==> config.mk <==
export PLATFORM = sky130hd
export DESIGN_NAME = fetch_unit_flat
export DESIGN_NICKNAME = d
export VERILOG_FILES = /design/src/rtl/fetch_unit_if.sv /design/src/rtl/fetch_unit.sv /design/src/flat_wrapper.sv
export SDC_FILE = /design/constraint.sdc
export NUM_CORES = 1
export LEC_CHECK = 0
export BUFFER_PORTS_ARGS = -buffer_cell sky130_fd_sc_hd__buf_2
export CAP_MARGIN = 0
export CORE_ASPECT_RATIO = 2
export CORE_MARGIN = 1.5
export CORE_UTILIZATION = 52
export DETAILED_ROUTE_END_ITERATION = 7
export HOLD_SLACK_MARGIN = 0.05
export PLACE_DENSITY = 0.86
export SETUP_SLACK_MARGIN = 0.02
export SLEW_MARGIN = 10
export SYNTH_ARGS = -nofsm -noshare
export SYNTH_HDL_FRONTEND = slang
export SYNTH_SLANG_ARGS = --single-unit
==> constraint.sdc <==
create_clock -name clk -period 3 [get_ports clk]
set_input_delay 0.3 -clock clk [delete_from_list [all_inputs] [get_ports clk]]
set_output_delay 0.3 -clock clk [all_outputs]
set_load 0.03 [all_outputs]
==> src/rtl/fetch_unit_if.sv <==
// Fetch-stage bus: instruction memory port, redirect controls and fetched-instruction outputs.
interface fetch_unit_if;
  logic [11:0] imem_addr;
  logic [18:0] imem_data;
  logic        stall;
  logic        jump;
  logic        call;
  logic        ret;
  logic [11:0] target;
  logic [18:0] instr;
  logic        instr_valid;
  logic [11:0] instr_pc;
  logic [3:0]  depth;
  logic        stack_ovf;
  logic        stack_unf;

  // slave: the fetch unit itself; master: whoever drives memory data and redirects.
  modport slave (
    output imem_addr, instr, instr_valid, instr_pc, depth, stack_ovf, stack_unf,
    input  imem_data, stall, jump, call, ret, target
  );

  modport master (
    input  imem_addr, instr, instr_valid, instr_pc, depth, stack_ovf, stack_unf,
    output imem_data, stall, jump, call, ret, target
  );
endinterface

==> src/rtl/fetch_unit.sv <==
// Instruction fetch stage: sequential PC, jump/call/ret redirects with a return stack,
// one-cycle bubble on every taken redirect.
module fetch_unit #(
  parameter logic [11:0] RESET_PC    = 12'h000,
  parameter int          STACK_DEPTH = 8
) (
  input  logic         clk,
  input  logic         rst,
  fetch_unit_if.slave  bus
);

  localparam int          IW   = (STACK_DEPTH > 1) ? $clog2(STACK_DEPTH) : 1;
  localparam logic [3:0]  FULL = 4'(STACK_DEPTH);

  logic [11:0] pc_q, pc_d;
  logic [18:0] instr_q, instr_d;
  logic        valid_q, valid_d;
  logic [11:0] ipc_q, ipc_d;
  logic [3:0]  depth_q, depth_d;
  logic        ovf_q, ovf_d;
  logic        unf_q, unf_d;
  logic [11:0] stack_q [STACK_DEPTH];

  logic          push_en;
  logic          seq_fetch;
  logic [IW-1:0] push_idx;
  logic [IW-1:0] top_idx;

  assign push_idx = IW'(depth_q);
  assign top_idx  = IW'(depth_q - 4'd1);

  always_comb begin
    pc_d      = pc_q;
    instr_d   = instr_q;
    valid_d   = valid_q;
    ipc_d     = ipc_q;
    depth_d   = depth_q;
    ovf_d     = ovf_q;
    unf_d     = unf_q;
    push_en   = 1'b0;
    seq_fetch = 1'b0;
    if (!bus.stall) begin
      // ret wins over call, call over jump; a ret on an empty stack only flags and falls through.
      if (bus.ret && depth_q != 4'd0) begin
        pc_d    = stack_q[top_idx];
        depth_d = depth_q - 4'd1;
      end else if (bus.ret) begin
        unf_d     = 1'b1;
        seq_fetch = 1'b1;
      end else if (bus.call) begin
        if (depth_q != FULL) begin
          push_en = 1'b1;
          depth_d = depth_q + 4'd1;
        end else begin
          ovf_d = 1'b1;
        end
        pc_d = bus.target;
      end else if (bus.jump) begin
        pc_d = bus.target;
      end else begin
        seq_fetch = 1'b1;
      end

      if (seq_fetch) begin
        instr_d = bus.imem_data;
        ipc_d   = pc_q;
        valid_d = 1'b1;
        pc_d    = pc_q + 12'd1;
      end else begin
        instr_d = 19'h0;
        valid_d = 1'b0;
      end
    end
  end

  always_ff @(posedge clk) begin
    if (!rst) begin
      pc_q    <= RESET_PC;
      instr_q <= 19'h0;
      valid_q <= 1'b0;
      ipc_q   <= 12'h000;
      depth_q <= 4'd0;
      ovf_q   <= 1'b0;
      unf_q   <= 1'b0;
    end else begin
      pc_q    <= pc_d;
      instr_q <= instr_d;
      valid_q <= valid_d;
      ipc_q   <= ipc_d;
      depth_q <= depth_d;
      ovf_q   <= ovf_d;
      unf_q   <= unf_d;
    end
  end

  // Return address is the word after the last issued instruction, not the current PC.
  always_ff @(posedge clk) begin
    if (rst && push_en) begin
      stack_q[push_idx] <= ipc_q + 12'd1;
    end
  end

  assign bus.imem_addr   = pc_q;
  assign bus.instr       = instr_q;
  assign bus.instr_valid = valid_q;
  assign bus.instr_pc    = ipc_q;
  assign bus.depth       = depth_q;
  assign bus.stack_ovf   = ovf_q;
  assign bus.stack_unf   = unf_q;

endmodule

==> src/flat_wrapper.sv <==
// flat-port wrapper written by rule: the top's interface ports become plain ports
module fetch_unit_flat 
#(
  parameter logic [11:0] RESET_PC    = 12'h000,
  parameter int          STACK_DEPTH = 8
)
  (clk, rst, bus_imem_addr, bus_instr, bus_instr_valid, bus_instr_pc, bus_depth, bus_stack_ovf, bus_stack_unf, bus_imem_data, bus_stall, bus_jump, bus_call, bus_ret, bus_target);
  fetch_unit_if bus_i ();
  input  logic clk;
  input  logic rst;
  output wire logic [$bits(bus_i.imem_addr)-1:0] bus_imem_addr;
  output wire logic [$bits(bus_i.instr)-1:0] bus_instr;
  output wire logic [$bits(bus_i.instr_valid)-1:0] bus_instr_valid;
  output wire logic [$bits(bus_i.instr_pc)-1:0] bus_instr_pc;
  output wire logic [$bits(bus_i.depth)-1:0] bus_depth;
  output wire logic [$bits(bus_i.stack_ovf)-1:0] bus_stack_ovf;
  output wire logic [$bits(bus_i.stack_unf)-1:0] bus_stack_unf;
  input wire logic [$bits(bus_i.imem_data)-1:0] bus_imem_data;
  input wire logic [$bits(bus_i.stall)-1:0] bus_stall;
  input wire logic [$bits(bus_i.jump)-1:0] bus_jump;
  input wire logic [$bits(bus_i.call)-1:0] bus_call;
  input wire logic [$bits(bus_i.ret)-1:0] bus_ret;
  input wire logic [$bits(bus_i.target)-1:0] bus_target;
  assign bus_imem_addr = bus_i.imem_addr;
  assign bus_instr = bus_i.instr;
  assign bus_instr_valid = bus_i.instr_valid;
  assign bus_instr_pc = bus_i.instr_pc;
  assign bus_depth = bus_i.depth;
  assign bus_stack_ovf = bus_i.stack_ovf;
  assign bus_stack_unf = bus_i.stack_unf;
  assign bus_i.imem_data = bus_imem_data;
  assign bus_i.stall = bus_stall;
  assign bus_i.jump = bus_jump;
  assign bus_i.call = bus_call;
  assign bus_i.ret = bus_ret;
  assign bus_i.target = bus_target;
  fetch_unit #(.RESET_PC(RESET_PC), .STACK_DEPTH(STACK_DEPTH)) u_core (.clk(clk), .rst(rst), .bus(bus_i));
endmodule
Word-level counts from Yosys, hierarchy flattened
Memories as Yosys holds them, arrays and structs flattened. Cells that the tools add are included.

Memory bits (writable): 96. Output and inout bits: 50. Latch bits: 0. Register bits: 50. Memories kept: 1. Memory bits (read-only): 0.

Memory list: u_core.stack_q (words 8, bits a word 12, rd ports 1, clocked after memory_dff 0, write ports 1, line fetch_unit.sv:22) `logic [11:0] stack_q [STACK_DEPTH];`.

Shift-type cells: 0. Muxes and demuxes: 23. Reduce and logical (&&, ||, !) cells: 11. Multiply operators: 0. $add $sub $neg: 4. Order comparisons: 0. Div/mod/pow operators: 0. Bitwise operators: 4. Equal/unequal tests: 3.

Operator list (count): 2-to-1 mux 12 bit (5); adder 12 x 1 -> 12 bit (second input constant) (2); 2-to-1 mux 19 bit (1); 2-to-1 mux 4 bit (4); 2-to-1 mux 1 bit (13); nonzero test 4 bit (2); AND reduction 3 bit (2); AND reduction 5 bit (1); adder 4 x 1 -> 4 bit (second input constant) (1); inequality test 4 bit (second input constant) (1); NOT 1 bit (4); AND reduction 4 bit (1); nonzero test 2 bit (2); subtractor 4 x 1 -> 4 bit (second input constant) (1); inequality test 3 x 1 -> 1 bit (second input constant) (1); logical AND 1 bit (2); inequality test 2 x 1 -> 1 bit (second input constant) (1); AND reduction 2 bit (1).

Depth between registers and ports, before layout
Depth after elaboration: 9. Gate-level depth with buffers: 11. Gate-level depth less buffers: 6.

Worst setup path before layout
OpenSTA, ideal clock, no wires.

Path kind: register to register. From: register u_core.depth_q[0] (netlist: u_core.bus.depth[0]). To: memory u_core.stack_q[1][0] (enable). Library setup time: 0.396 ns. Stages on the path, launching flop included: 12. Buffers on the path: 5. Path slack: -0.447 ns. Arrival: 3.051 ns. Period minus slack after synthesis: 3.447 ns. Path through: dfxtp_1 buf_6 buf_12 buf_4 inv_1 ha_1 clkbuf_2 and3b_1 clkbuf_1 nor2_1 nand4_1 nor3_1.

Longest elaborated chain between the ends: 9.

RTL lines: start, declared (line fetch_unit.sv:19) `logic [3:0] depth_q, depth_d;`; start signal, assigned (line fetch_unit.sv:90) `depth_q <= depth_d;`; inequality test 4 bit (line fetch_unit.sv:51) `if (depth_q != FULL) begin`; 2-to-1 mux 1 bit (line fetch_unit.sv:51); 2-to-1 mux 1 bit (line fetch_unit.sv:50) `end else if (bus.call) begin`; 2-to-1 mux 1 bit (line fetch_unit.sv:47) `end else if (bus.ret) begin`; 2-to-1 mux 1 bit (line fetch_unit.sv:44) `if (bus.ret && depth_q != 4'd0) begin`; 2-to-1 mux 1 bit (line fetch_unit.sv:42) `if (!bus.stall) begin`; logical AND 1 bit (line fetch_unit.sv:98) `if (rst && push_en) begin`; 2-to-1 mux 1 bit (line fetch_unit.sv:98); 2-to-1 mux 1 bit (implied by the code) (line fetch_unit.sv:99) `stack_q[push_idx] <= ipc_q + 12'd1;`; end, declared (line fetch_unit.sv:22).

Several ways; a longest one is shown, not always the timed one.

Final worst setup path
From: register u_core.depth_q[1] (netlist: u_core.bus.depth[1]). To: register u_core.pc_q[6] (netlist: u_core.bus.imem_addr[6]).

Longest elaborated chain between the ends: 6.

RTL lines: parallel branches: the longest is 6 deep, another holds memory read (8 x 12 bit); end signal, assigned (line fetch_unit.sv:86) `pc_q <= pc_d;`; end, declared (line fetch_unit.sv:15) `logic [11:0] pc_q, pc_d;`.

Parallel ways; which one is timed is not known. The select of a mux whose other input is x is not followed. A chain may end at the register's enable or synchronous reset.

==> reports/summary.txt <==
Status: complete, no violations
Most common library cell in the layout ignoring fill and taps: edfxtp_1
Synth unique cells: 65
Max cap viols: 0
Worst Setup End Kind: register
Crit path required time: 3.29 ns
Post-Synth Adder-Cell Area: 0.00791
CTS Sinks: 146
Switching Share: 0.254
RR Endpoint: u_core.bus.imem_addr[6]$_SDFFE_PN0P_
Most frequent cells in the layout: edfxtp_1 (96), buf_2 (86), nand2_1 (53), dfxtp_1 (50), a21oi_1 (39)
Worst Clk Skew: 0.0145 ns
Synth Area in Compound Gates: 0.113
Core area: 0.0118 mm^2
Final setup viols: 0
Mux share of post-synthesis cell area: 0.0963
Hold Path Class: in2reg
Root Driver: clkbuf_16
Leakage power: 2.87 nW
Detail Placement HPWL: 11,300 um
Net switching power: 0.00135 W
Worst endpoint data arrival time: 2.95 ns
Synthesized cell area: 0.00633 mm^2
Mapped Cells: 486
Ports placed on the boundary: 87
Setup repair bufs after CTS: 0
Final RePlAce weighted congestion: 0.959
DR vias/cell: 6.47
Worst path cell trace: inv_1 > ha_1 > buf_4 > mux4_1 > o211a_1 > a2111oi_0 > a2111oi_1
CTS tree: built
Overflow after GRT: 0
Worst VDD drop: 508 uV
Hold_buf cts: 0
Endpoint with the worst hold slack: u_core.bus.instr[14]$_SDFFE_PN0N_
Largest net degree at the start of global routing: 31
PnR worst setup slack: 0.338 ns
Syn Nets: 527
Post-synthesis xor/xnor area fraction: 0.0194
# resized after CTS: 0
R2r setup slk: 0.34 ns
Avg Cell Area, Syn: 13.0 um^2
Total wire length: 17,000 um
Worst hold stages: 3
PwrDens: 699 mW/mm^2
#FFs+latches synth: 146
Clk pwr share: 0.437
DRC: 0
Die width: 81.0 um
Setup WS pre-CTS: 0.502 ns
RSZ-0062 raised after global routing: no
Worst r2r src: u_core.bus.depth[1]$_SDFFE_PN0P_
Total GRT Usage: 0.278
Post-synthesis async set-or-reset flop share: 0
H-tree depth: 4
First-pass GRT wire length: 26,000 um
Die ar.: 0.0129 mm^2
Antenna-violating nets left: 0
Primary FF master, synth: edfxtp_1
Seq/Total Area, Yosys: 0.614
Initial DRC count: 536
Final hold viol count: 0
Reg2Reg Depth: 7
Startpoint types: register
Vias: 4,765
Hold path start: bus_imem_data[14]
Initial Util: 0.537
Total chip power: 0.00531 W
Fin nets: 627
Clock transition at the registers of the reported paths: 0.06 ns
Vias in the first global route: 4,782
EDFF count, synth: 96
Sequential fraction of design power: 0.428
Initial antenna violation count: 0
PortBufs: 86
First-pass DRT Iterations: 5
Synth top area cells: edfxtp_1 (46%), dfxtp_1 (16%), mux4_1 (5.4%), mux4_2 (3.9%), nand2_1 (3.1%)
Combinational power share: 0.135
Diodes inserted: 0
Clk Latency, worst-skew pair: 0.47 ns
Synth Area in Simple Gates: 0.117
Area leader, netlist: edfxtp_1
Final worst path period need: 2.66 ns
Layout cell share with drive strength beyond 1: 0.270
P&R area growth vs syn: 20.2%
Die Span Y: 159 um
Rel. slew slack: 0.357
Worst Tran Pin Value: 0.964 ns
CP max stage cell: a2111oi_0
Site Rows: 56
Slowest stage delay, CP: 0.58 ns
Synth warn: 0
Clk buf depth: 3
Internal power: 0.00396 W
WL/cell: 23.1 um
Worst-path fanout max: 24
Fmax: 0.376 GHz
Setup CP Type: reg2reg
Final period utilization: 0.887
CTS buffer count: 25
Post-synth top area share: 0.456
Main combinational cell family by area after synthesis: simple AND/OR/NAND/NOR gates
Final slew viol count: 0
## cell type report
type,instances,area [um^2]
clock buffers,26,639
clock inverters,7,31.3
fillers,797,4170
inverters,10,37.5
multi-input cells,297,2250
flip-flops and latches,146,3880
well taps,145,181
repair buffers,106,581
## synth_stat cells (2+ instances only)
| cell type | number |
|---|---|
| a2111oi_0 | 2 |
| a2111oi_1 | 2 |
| a2111oi_2 | 2 |
| a211o_1 | 5 |
| a211oi_1 | 7 |
| a21o_1 | 2 |
| a21oi_1 | 39 |
| a31oi_1 | 4 |
| and3_1 | 8 |
| buf_1 | 4 |
| buf_2 | 10 |
| clkbuf_1 | 15 |
| dfxtp_1 | 50 |
| edfxtp_1 | 96 |
| ha_1 | 4 |
| inv_1 | 10 |
| mux2i_1 | 2 |
| mux4_1 | 13 |
| mux4_2 | 11 |
| nand2_1 | 53 |
| nand2b_1 | 2 |
| nand3_1 | 34 |
| nand4_1 | 6 |
| nor2_1 | 22 |
| nor2b_1 | 5 |
| nor3_1 | 8 |
| nor4_1 | 2 |
| o2111a_1 | 2 |
| o211a_1 | 5 |
| o211ai_1 | 2 |
| o21a_1 | 2 |
| o21ai_0 | 11 |
| or3_1 | 2 |
| xnor2_1 | 9 |
| xor2_1 | 5 |
## state kept, by name (all words and copies together) (netlist names)
| signal | flops |
|---|---|
| u_core.bus.instr_pc | 12 |
| u_core.bus.imem_addr | 12 |
| u_core.stack_q | 96 |
| u_core.bus.stack_unf | 1 |
| u_core.bus.stack_ovf | 1 |
| u_core.bus.instr | 19 |
| u_core.bus.instr_valid | 1 |
| u_core.bus.depth | 4 |
## power groups by stage
| stage | clock network, W | logic (W) | registers, W |
|---|---|---|---|
| finish | 0.00232 | 0.000717 | 0.00227 |
| global route | 0.00243 | 0.000765 | 0.00228 |
| CTS | 0.00233 | 0.000708 | 0.00227 |
| detailed placement | 0 | 0.000694 | 0.00231 |
| global placement | 0 | 0.000676 | 0.00230 |
| floorplan | 0 | 0.000414 | 0.00238 |
## worst max-delay path by stage
| stage | cells after the start | from | to |
|---|---|---|---|
| 6_report | 7 | u_core.bus.depth[1]$_SDFFE_PN0P_ | u_core.bus.imem_addr[6]$_SDFFE_PN0P_ |
| 5_1_grt | 7 | u_core.bus.depth[1]$_SDFFE_PN0P_ | u_core.bus.imem_addr[6]$_SDFFE_PN0P_ |
| 4_1_cts | 7 | u_core.bus.depth[1]$_SDFFE_PN0P_ | u_core.bus.imem_addr[6]$_SDFFE_PN0P_ |
| 3_5_place_dp | 7 | u_core.bus.depth[1]$_SDFFE_PN0P_ | u_core.bus.imem_addr[11]$_SDFFE_PN0P_ |
| 3_3_place_gp | 7 | u_core.bus.depth[1]$_SDFFE_PN0P_ | u_core.bus.imem_addr[2]$_SDFFE_PN0P_ |
| 2_1_floorplan | 11 | u_core.bus.depth[0]$_SDFFE_PN0P_ | u_core.stack_q[3][0]$_DFFE_PP_ |
## metrics by stage
stage	setup TNS, ns	cell area [um^2]	hold slack (ns)	utilization	instances
after floorplan	-11.61	6340	0.455	-	486
after global placement	0	6930	0.445	0.589	704
after detailed placement	0	6930	0.451	0.589	704
after CTS	0	7600	0.107	0.646	737
after global routing	0	7600	0.110	0.646	737
final	0	7600	0.110	0.646	737
## worst max-delay path: cells and delay by family (launching register included)
| kind | cells | cell delay (ns) |
|---|---|---|
| AO/OA/AOI/OAI | 3 | 0.87 |
| adder cells (fa/ha/maj) | 1 | 0.32 |
| buffers and inverters | 2 | 0.44 |
| flip-flops | 1 | 0.52 |
| multiplexers | 1 | 0.34 |
## kinds of logic after synthesis
group	after synthesis
simple gates	152
flops	146
compound gates	101
buf+inv	43
mux	26
xor+xnor	14
fa+ha+maj	4
## per-layer routing
metal  wire length, um  track usage
met2              8920        0.474
met5                 0            0
met4              1170        0.184
met1              5630        0.289
met3              1320       0.0716
(Power assumes the default switching activity.)
